File: config.mk
export PLATFORM = sky130hd
export DESIGN_NAME = upht_update_ctrl_flat
export DESIGN_NICKNAME = d
export VERILOG_FILES = /design/src/rtl/upht_update_ctrl_if.sv /design/src/rtl/upht_update_ctrl.sv /design/src/flat_wrapper.sv
export SDC_FILE = /design/constraint.sdc
export NUM_CORES = 1
export LEC_CHECK = 0
export BUFFER_PORTS_ARGS = -buffer_cell sky130_fd_sc_hd__buf_2
export CAP_MARGIN = 5
export CORE_ASPECT_RATIO = 0.5
export CORE_UTILIZATION = 30
export DETAILED_ROUTE_END_ITERATION = 10
export PLACE_DENSITY = 0.48
export SYNTH_ARGS = -nofsm -noshare
export SYNTH_HDL_FRONTEND = slang
export SYNTH_SLANG_ARGS = --single-unit
export TNS_END_PERCENT = 50
File: constraint.sdc
create_clock -name i_clk -period 2.7 [get_ports i_clk]
set_input_delay 0.405 -clock i_clk [delete_from_list [all_inputs] [get_ports i_clk]]
set_output_delay 0.405 -clock i_clk [all_outputs]
set_load 0.02 [all_outputs]
File: src/rtl/upht_update_ctrl_if.sv
// rtl/upht_update_ctrl_if.sv - resolve-record and uPHT write-port bundle for upht_update_ctrl
`ifndef SAT_TABLE_SIZE
`define SAT_TABLE_SIZE 64
`endif

interface upht_update_ctrl_if #(
  parameter int IDX_W      = $clog2(`SAT_TABLE_SIZE),
  parameter int FIFO_DEPTH = 4
);
  logic                          i_resolve_vld;
  logic                          o_resolve_rdy;
  logic [IDX_W-1:0]              i_resolve_idx;
  logic                          i_resolve_taken;
  logic [1:0]                    i_resolve_cnt;
  logic                          i_uPht_enable;
  logic                          o_uPhtWrite_vld;
  logic [IDX_W-1:0]              o_uPhtWr_addr;
  logic [1:0]                    o_commit_Cnt;
  logic [$clog2(FIFO_DEPTH):0]   o_fifo_cnt;

  // Commit side plus uPHT side, seen from outside the update stage
  modport master (
    output i_resolve_vld, i_resolve_idx, i_resolve_taken, i_resolve_cnt, i_uPht_enable,
    input  o_resolve_rdy, o_uPhtWrite_vld, o_uPhtWr_addr, o_commit_Cnt, o_fifo_cnt
  );

  // The update stage itself
  modport slave (
    input  i_resolve_vld, i_resolve_idx, i_resolve_taken, i_resolve_cnt, i_uPht_enable,
    output o_resolve_rdy, o_uPhtWrite_vld, o_uPhtWr_addr, o_commit_Cnt, o_fifo_cnt
  );
endinterface

File: src/rtl/upht_update_ctrl.sv
// rtl/upht_update_ctrl.sv - uPHT commit update buffer; optional same-index coalescing under UPHT_UPD_COALESCE_EN
`ifndef SAT_TABLE_SIZE
`define SAT_TABLE_SIZE 64
`endif

module upht_update_ctrl #(
  parameter int IDX_W      = $clog2(`SAT_TABLE_SIZE),
  parameter int FIFO_DEPTH = 4
) (
  input  logic              i_clk,
  input  logic              i_rstn,
  upht_update_ctrl_if.slave upd
);
  localparam int PTR_W = $clog2(FIFO_DEPTH);
  localparam int CNT_W = PTR_W + 1;
  localparam logic [CNT_W-1:0] FULL_CNT = CNT_W'(FIFO_DEPTH);

  logic [IDX_W-1:0] idx_q [FIFO_DEPTH];
  logic [IDX_W-1:0] idx_d [FIFO_DEPTH];
  logic [1:0]       ctr_q [FIFO_DEPTH];
  logic [1:0]       ctr_d [FIFO_DEPTH];
  logic [PTR_W-1:0] rd_ptr_q, rd_ptr_d;
  logic [PTR_W-1:0] wr_ptr_q, wr_ptr_d;
  logic [CNT_W-1:0] count_q, count_d;

  logic             full, empty;
  logic             rdy, wr_vld;
  logic             push, pop, coalesce, alloc;
  logic [1:0]       new_ctr;
  logic [IDX_W-1:0] wr_addr;
  logic [1:0]       wr_ctr;
`ifdef UPHT_UPD_COALESCE_EN
  logic [PTR_W-1:0] young_ptr;
`endif

  // 2-bit saturating counter step in the resolved direction
  function automatic logic [1:0] sat_step(input logic [1:0] c, input logic taken);
    if (taken) return (c == 2'd3) ? 2'd3 : c + 2'd1;
    else       return (c == 2'd0) ? 2'd0 : c - 2'd1;
  endfunction

  // Occupancy flags, handshakes and the merge decision
  always_comb begin
    full    = (count_q == FULL_CNT);
    empty   = (count_q == '0);
    // Ready never depends on a same-cycle pop, so a full buffer stays closed
    rdy     = i_rstn & ~full;
    wr_vld  = i_rstn & ~empty & upd.i_uPht_enable;
    push    = upd.i_resolve_vld & rdy;
    pop     = wr_vld;
    new_ctr = sat_step(upd.i_resolve_cnt, upd.i_resolve_taken);
`ifdef UPHT_UPD_COALESCE_EN
    young_ptr = wr_ptr_q - PTR_W'(1);
    // Merge into the youngest entry unless it is the head leaving this cycle
    coalesce  = push & ~empty & (idx_q[young_ptr] == upd.i_resolve_idx)
              & ~(pop & (count_q == CNT_W'(1)));
`else
    coalesce  = 1'b0;
`endif
    alloc   = push & ~coalesce;
  end

  // Buffer next state: merge in place or allocate at the tail; retire the head on a write
  always_comb begin
    idx_d    = idx_q;
    ctr_d    = ctr_q;
    rd_ptr_d = rd_ptr_q;
    wr_ptr_d = wr_ptr_q;
`ifdef UPHT_UPD_COALESCE_EN
    if (coalesce) begin
      ctr_d[young_ptr] = sat_step(ctr_q[young_ptr], upd.i_resolve_taken);
    end
`endif
    if (alloc) begin
      idx_d[wr_ptr_q] = upd.i_resolve_idx;
      ctr_d[wr_ptr_q] = new_ctr;
      wr_ptr_d        = wr_ptr_q + PTR_W'(1);
    end
    if (pop) begin
      rd_ptr_d = rd_ptr_q + PTR_W'(1);
    end
    count_d = count_q + CNT_W'(alloc) - CNT_W'(pop);
  end

  // State registers; reset drops every buffered update
  always_ff @(posedge i_clk) begin
    if (!i_rstn) begin
      rd_ptr_q <= '0;
      wr_ptr_q <= '0;
      count_q  <= '0;
      for (int i = 0; i < FIFO_DEPTH; i++) begin
        idx_q[i] <= '0;
        ctr_q[i] <= '0;
      end
    end else begin
      rd_ptr_q <= rd_ptr_d;
      wr_ptr_q <= wr_ptr_d;
      count_q  <= count_d;
      idx_q    <= idx_d;
      ctr_q    <= ctr_d;
    end
  end

  // Write port driven from the head entry, zero when nothing is buffered
  always_comb begin
    wr_addr = '0;
    wr_ctr  = '0;
    if (i_rstn & ~empty) begin
      wr_addr = idx_q[rd_ptr_q];
      wr_ctr  = ctr_q[rd_ptr_q];
    end
  end

  assign upd.o_resolve_rdy   = rdy;
  assign upd.o_uPhtWrite_vld = wr_vld;
  assign upd.o_uPhtWr_addr   = wr_addr;
  assign upd.o_commit_Cnt    = wr_ctr;
  assign upd.o_fifo_cnt      = i_rstn ? count_q : '0;

endmodule

File: src/flat_wrapper.sv
// flat-port wrapper written by rule: the top's interface ports become plain ports
module upht_update_ctrl_flat 
#(
  parameter int IDX_W      = $clog2(`SAT_TABLE_SIZE),
  parameter int FIFO_DEPTH = 4
)
  (i_clk, i_rstn, upd_i_resolve_vld, upd_i_resolve_idx, upd_i_resolve_taken, upd_i_resolve_cnt, upd_i_uPht_enable, upd_o_resolve_rdy, upd_o_uPhtWrite_vld, upd_o_uPhtWr_addr, upd_o_commit_Cnt, upd_o_fifo_cnt);
  upht_update_ctrl_if #(.IDX_W(IDX_W), .FIFO_DEPTH(FIFO_DEPTH)) upd_i ();
  input  logic i_clk;
  input  logic i_rstn;
  input wire logic [$bits(upd_i.i_resolve_vld)-1:0] upd_i_resolve_vld;
  input wire logic [$bits(upd_i.i_resolve_idx)-1:0] upd_i_resolve_idx;
  input wire logic [$bits(upd_i.i_resolve_taken)-1:0] upd_i_resolve_taken;
  input wire logic [$bits(upd_i.i_resolve_cnt)-1:0] upd_i_resolve_cnt;
  input wire logic [$bits(upd_i.i_uPht_enable)-1:0] upd_i_uPht_enable;
  output wire logic [$bits(upd_i.o_resolve_rdy)-1:0] upd_o_resolve_rdy;
  output wire logic [$bits(upd_i.o_uPhtWrite_vld)-1:0] upd_o_uPhtWrite_vld;
  output wire logic [$bits(upd_i.o_uPhtWr_addr)-1:0] upd_o_uPhtWr_addr;
  output wire logic [$bits(upd_i.o_commit_Cnt)-1:0] upd_o_commit_Cnt;
  output wire logic [$bits(upd_i.o_fifo_cnt)-1:0] upd_o_fifo_cnt;
  assign upd_i.i_resolve_vld = upd_i_resolve_vld;
  assign upd_i.i_resolve_idx = upd_i_resolve_idx;
  assign upd_i.i_resolve_taken = upd_i_resolve_taken;
  assign upd_i.i_resolve_cnt = upd_i_resolve_cnt;
  assign upd_i.i_uPht_enable = upd_i_uPht_enable;
  assign upd_o_resolve_rdy = upd_i.o_resolve_rdy;
  assign upd_o_uPhtWrite_vld = upd_i.o_uPhtWrite_vld;
  assign upd_o_uPhtWr_addr = upd_i.o_uPhtWr_addr;
  assign upd_o_commit_Cnt = upd_i.o_commit_Cnt;
  assign upd_o_fifo_cnt = upd_i.o_fifo_cnt;
  upht_update_ctrl #(.IDX_W(IDX_W), .FIFO_DEPTH(FIFO_DEPTH)) u_core (.i_clk(i_clk), .i_rstn(i_rstn), .upd(upd_i));
endmodule
== Word-level counts from Yosys, hierarchy flattened ==
Cells that the tools add are included.

* Word-level logic and storage cells: 51
* Register bits: 39
* Output and inout port bits: 13

* Bitwise logic cells: 8
* Reduce and logical (&&, ||, !) cells: 3
* Eq/ne operators: 2
* Add/sub/neg operators: 6
* Order comparisons: 3
* Muxes and demuxes: 18

{| class="wikitable"
|+ Operators by type and width
! cell !! number
|-
| bitwise mux 24 bit || 1
|-
| 2-to-1 mux 6 bit || 4
|-
| 2-to-1 mux 2 bit || 7
|-
| binary-select mux 6 bit (select 2 bit) || 1
|-
| demux 6 bit (select 2 bit) || 1
|-
| bitwise mux 8 bit || 1
|-
| adder 2 x 1 -> 2 bit, second input constant || 3
|-
| >= comparator 3 bit, second input constant || 2
|-
| NOT 2 -> 3 bit || 2
|-
| AND 1 bit || 4
|-
| binary-select mux 2 bit (select 2 bit) || 1
|-
| demux 2 bit (select 2 bit) || 1
|-
| adder 3 x 1 -> 3 bit || 1
|-
| equality test 3 bit, second input constant || 1
|-
| logical NOT 3 bit || 1
|-
| less-than comparator 3 x 1 -> 1 bit, second input constant || 1
|-
| 2-to-1 mux 3 bit || 1
|-
| subtractor 3 x 1 -> 3 bit || 1
|-
| equality test 2 bit, second input constant || 1
|-
| logical NOT 2 bit || 1
|-
| NOT 1 bit || 2
|-
| subtractor 2 x 1 -> 2 bit, second input constant || 1
|-
| logical AND 1 bit || 1
|}

== Logic depth before layout (Yosys ltp) ==
* Depth in word-level cells: 6
* Depth in mapped cells: 11

== Worst setup path before layout ==
OpenSTA, ideal clock, no wires.

* Path kind: input -> register
* From: input port i_rstn
* To: register u_core.count_q[2]
* Arrival: 2195 ps
* Slack: 390 ps
* Data required time: 2585 ps
* Path buffers: 1
* Stages on the path: 11
* Library setup time: 115 ps
* Cell sequence: buf_2 -> o31a_1 -> nand2_1 -> inv_1 -> ha_1 -> inv_1 -> ha_1 -> fa_1 -> xnor2_1 -> xnor2_1 -> and2_1

* Elaborated cells on any way between the ends: 6
* Those cells by class: add/sub: 2; bitwise: 4

{| class="wikitable"
|+ RTL lines
! item !! RTL line !! RTL
|-
| start, declared || flat_wrapper.sv:10 || <nowiki>input logic i_rstn;</nowiki>
|-
| AND 1 bit (2 in a row) || upht_update_ctrl.sv:48 || <nowiki>wr_vld = i_rstn & ~empty & upd.i_uPht_enable;</nowiki>
|-
| net upd_o_uPhtWrite_vld || flat_wrapper.sv:17 || <nowiki>output wire logic [$bits(upd_i.o_uPhtWrite_vld)-1:0] upd_o_uPhtWrite_vld;</nowiki>
|-
| subtractor 3 x 1 -> 3 bit || upht_update_ctrl.sv:82 || <nowiki>count_d = count_q + CNT_W'(alloc) - CNT_W'(pop);</nowiki>
|-
| end signal, assigned || upht_update_ctrl.sv:98 || <nowiki>count_q <= count_d;</nowiki>
|-
| end, declared || upht_update_ctrl.sv:24 || <nowiki>logic [CNT_W-1:0] count_q, count_d;</nowiki>
|}

The timed path passes the listed nets, and every way through them passes these cells.
A chain may end at the register's enable or synchronous reset.

== Worst setup path after layout ==
* From: register u_core.count_q[0]
* To: register u_core.count_q[2]

* Cells in the longest elaborated chain, start to end: 6
* Elaborated cells on any way between the ends: 10
* Those cells by class: add/sub: 2; eq/ne: 1; bitwise: 6; reduce/logical: 1

{| class="wikitable"
|+ RTL lines
! item !! RTL line !! RTL
|-
| equality test 3 bit || upht_update_ctrl.sv:44 || <nowiki>full = (count_q == FULL_CNT);</nowiki>
|-
| NOT 1 bit || upht_update_ctrl.sv:47 || <nowiki>rdy = i_rstn & ~full;</nowiki>
|-
| AND 1 bit || upht_update_ctrl.sv:47 ||
|-
| AND 1 bit || upht_update_ctrl.sv:49 || <nowiki>push = upd.i_resolve_vld & rdy;</nowiki>
|-
| adder 3 x 1 -> 3 bit || upht_update_ctrl.sv:82 ||
|-
| subtractor 3 x 1 -> 3 bit (*) || upht_update_ctrl.sv:82 ||
|}

Every way passes the cells marked *; elsewhere a longest branch is shown, timed or not.

==> flow_metrics.tcl <==
set metrics [dict create \
    clockBufferDepth 2 \
    tightest_slew_ps 532 \
    drt-vias-per-instance 4.33 \
    coreArea_mm2 0.00613 \
    p_switching_mw 0.483 \
    num_antenna_cells 0 \
    die_area_mm2 0.00678 \
    cts_resized 0 \
    drt_iter0_markers 30 \
    grt.overflow.total 0 \
    first_pass_iters 4 \
    holdBufCountCts 0 \
    fp.dieH_um 58.7 \
    antenna_found_initial 0 \
    worst_ep_required_time_ps 2880 \
    pwr-share-seq 0.404 \
    relSlewSlack 0.645 \
    port_buffers 25 \
    global_route.usage.total 0.130 \
    utilization 0.377 \
    grt_pass1_wl_mm 6.42 \
    p_int_mw 1.15 \
    die_w_um 115 \
    syn_to_final_growth_pct 19.6 \
    cts_setup_buffers 0 \
    nNetsFinal 228 \
    regArea_um2 781 \
    min_path_type "input pin to flip-flop" \
    syn_inst 179 \
    finalSetupViolations 0 \
    min_period_ps 2220 \
    syn_area_mm2 0.00193 \
    routed_wl_mm 3.90 \
    place.gp.congestion 0.675 \
    ys_seq_area_frac 0.404 \
    yosysWarningCount 0 \
    numCtsBuffers 5 \
    final_common_cell "dfxtp_1" \
    peakVddDrop_v 0.000290 \
    fmax_mhz 451 \
    hpwlAfterDp_mm 2.67 \
    rsz0062_at_grt "false" \
    drtAntennaViolNets 0 \
    vias 1285 \
    fin_area_mm2 0.00231 \
    arrival_ps 2400 \
    cp-end-kind "flip-flop" \
    stdcell_count 297 \
    sw_frac_of_total 0.296 \
    h-tree-depth 2 \
    avgSynthCellArea_um2 10.8 \
    power.share.clock 0.350 \
    start_util 0.315 \
    leakage_nw 0.838 \
    worstSkewPairLatency_ps 280 \
    final_cell_mix "dfxtp_1, nor2b_1, mux2i_1" \
    postPlaceCellArea_mm2 0.00217 \
    clock-root-buffer "clkbuf_16" \
    power_density_mw_per_mm2 707 \
    final-hold-violation-count 0 \
    pin_count 26 \
    grt_pass1_vias 1313 \
    fillers 618 \
    cts.sinks 39 \
    critPathLaunchType "flip-flop" \
    path_class "flip-flop to flip-flop" \
    cp_max_fo 4 \
    ys_ff_latch 39 \
    drcViolationCount 0 \
    min_period_over_period 0.822 \
    synth_nets 199 \
    combPwrFrac 0.246 \
    multi_input_area_mm2 0.00109 \
    maxCapViolCount 0 \
    status "complete, no violations" \
    rows 20 \
    clk_pin_slew_ps 60 \
    grt_max_degree 49 \
    post_drt_wl_per_cell_um 13.1 \
    cts_tree "done" \
    total_power_mw 1.63 \
    dp.cells 289 \
    finalSetupTns_ps 0 \
    clock_skew_ps 5.07 \
    drive_above_1_share 0.239 \
    synth_cell_type_count 20 \
    slew_violations 0 \
]
critical path, cell delays in order, from the launching register on:
cell	delay, ps
dfxtp_1	350
o31a_1	330
nand2_1	100
inv_1	60
ha_1	270
inv_1	40
ha_1	180
fa_1	380
xnor2_1	150
xnor2_1	120
and2_1	150
power groups by stage:
stage	combinational, mW	sequential [mW]	clock, mW
5_1_grt	0.449	0.667	0.611
6_report	0.402	0.660	0.571
2_1_floorplan	0.296	0.662	0
3_5_place_dp	0.408	0.672	0
3_3_place_gp	0.404	0.670	0
4_1_cts	0.410	0.660	0.590
flip-flops by register name, summed over array words and instances, names as in the netlist:
name / count
u_core.idx_q: 24
u_core.ctr_q: 8
u_core.count_q: 3
u_core.rd_ptr_q: 2
u_core.wr_ptr_q: 2
final cells by class:
class / count / area share
multi-input combinational: 125 / 0.473
sequential: 39 / 0.338
timing repair buffer: 29 / 0.0672
clock buffer: 6 / 0.0558
tap: 88 / 0.0477
inverter: 8 / 0.0130
clock inverter: 2 / 0.00542
synthesized netlist by cell type:
| cell type | number | area (um2) |
|---|---|---|
| o31a_1 | 1 | 8.76 |
| nand2_1 | 8 | 30.0 |
| mux4_2 | 8 | 180 |
| ha_1 | 6 | 75.1 |
| mux2i_1 | 28 | 280 |
| nor2_4 | 4 | 45.0 |
| clkbuf_1 | 5 | 18.8 |
| inv_1 | 8 | 30.0 |
| xnor2_1 | 4 | 35.0 |
| nor3b_4 | 1 | 18.8 |
| o21ai_0 | 6 | 30.0 |
| nor2b_1 | 29 | 181 |
| maj3_1 | 2 | 20.0 |
| dfxtp_1 | 39 | 781 |
| nor2_2 | 1 | 6.26 |
| fa_1 | 1 | 20.0 |
| nand3_1 | 6 | 30.0 |
| and2_1 | 16 | 100 |
| buf_2 | 2 | 10.0 |
| a21boi_0 | 4 | 30.0 |
stage by stage:
| stage | hold WS (ps) | setup WS (ps) |
|---|---|---|
| 5_1_grt | 451 | 337 |
| 3_5_place_dp | 484 | 472 |
| 6_report | 429 | 481 |
| 2_1_floorplan | 454 | 390 |
| 3_3_place_gp | 477 | 517 |
| 4_1_cts | 427 | 467 |
worst paths after layout:
path | from | to | slack [ps] | cells after the start
setup / recovery | u_core.count_q[0] | u_core.count_q[2] | 480 | 10
hold / removal | upd_i_resolve_idx[5] | u_core.idx_q[17] | 430 | 3
setup reg to reg | u_core.count_q[0] | u_core.count_q[2] | 480 | 10
hold reg to reg | u_core.ctr_q[2] | u_core.ctr_q[2] | 490 | 2
cells by family (layout without fill, tap and decap cells):
family / after synthesis / after routing / synth area share
AO/OA/AOI/OAI: 11 / 11 / 0.0356
XOR/XNOR: 4 / 4 / 0.0181
adder cells (fa/ha/maj): 9 / 9 / 0.0596
buffers and inverters: 15 / 45 / 0.0305
flip-flops: 39 / 39 / 0.404
multiplexers: 36 / 36 / 0.238
AND/OR/NAND/NOR: 65 / 65 / 0.213
metal layers:
| metal | vias to the layer above | GRT usage | wire length, um |
|---|---|---|---|
| li1 | 662 | - | - |
| met1 | 599 | 0.163 | 1950 |
| met2 | 19 | 0.214 | 1770 |
| met3 | 5 | 0.0330 | 130 |
| met4 | 0 | 0.0557 | 51 |
| met5 | - | 0 | 0 |
No activity file was read; power rests on OpenSTA's default activity.
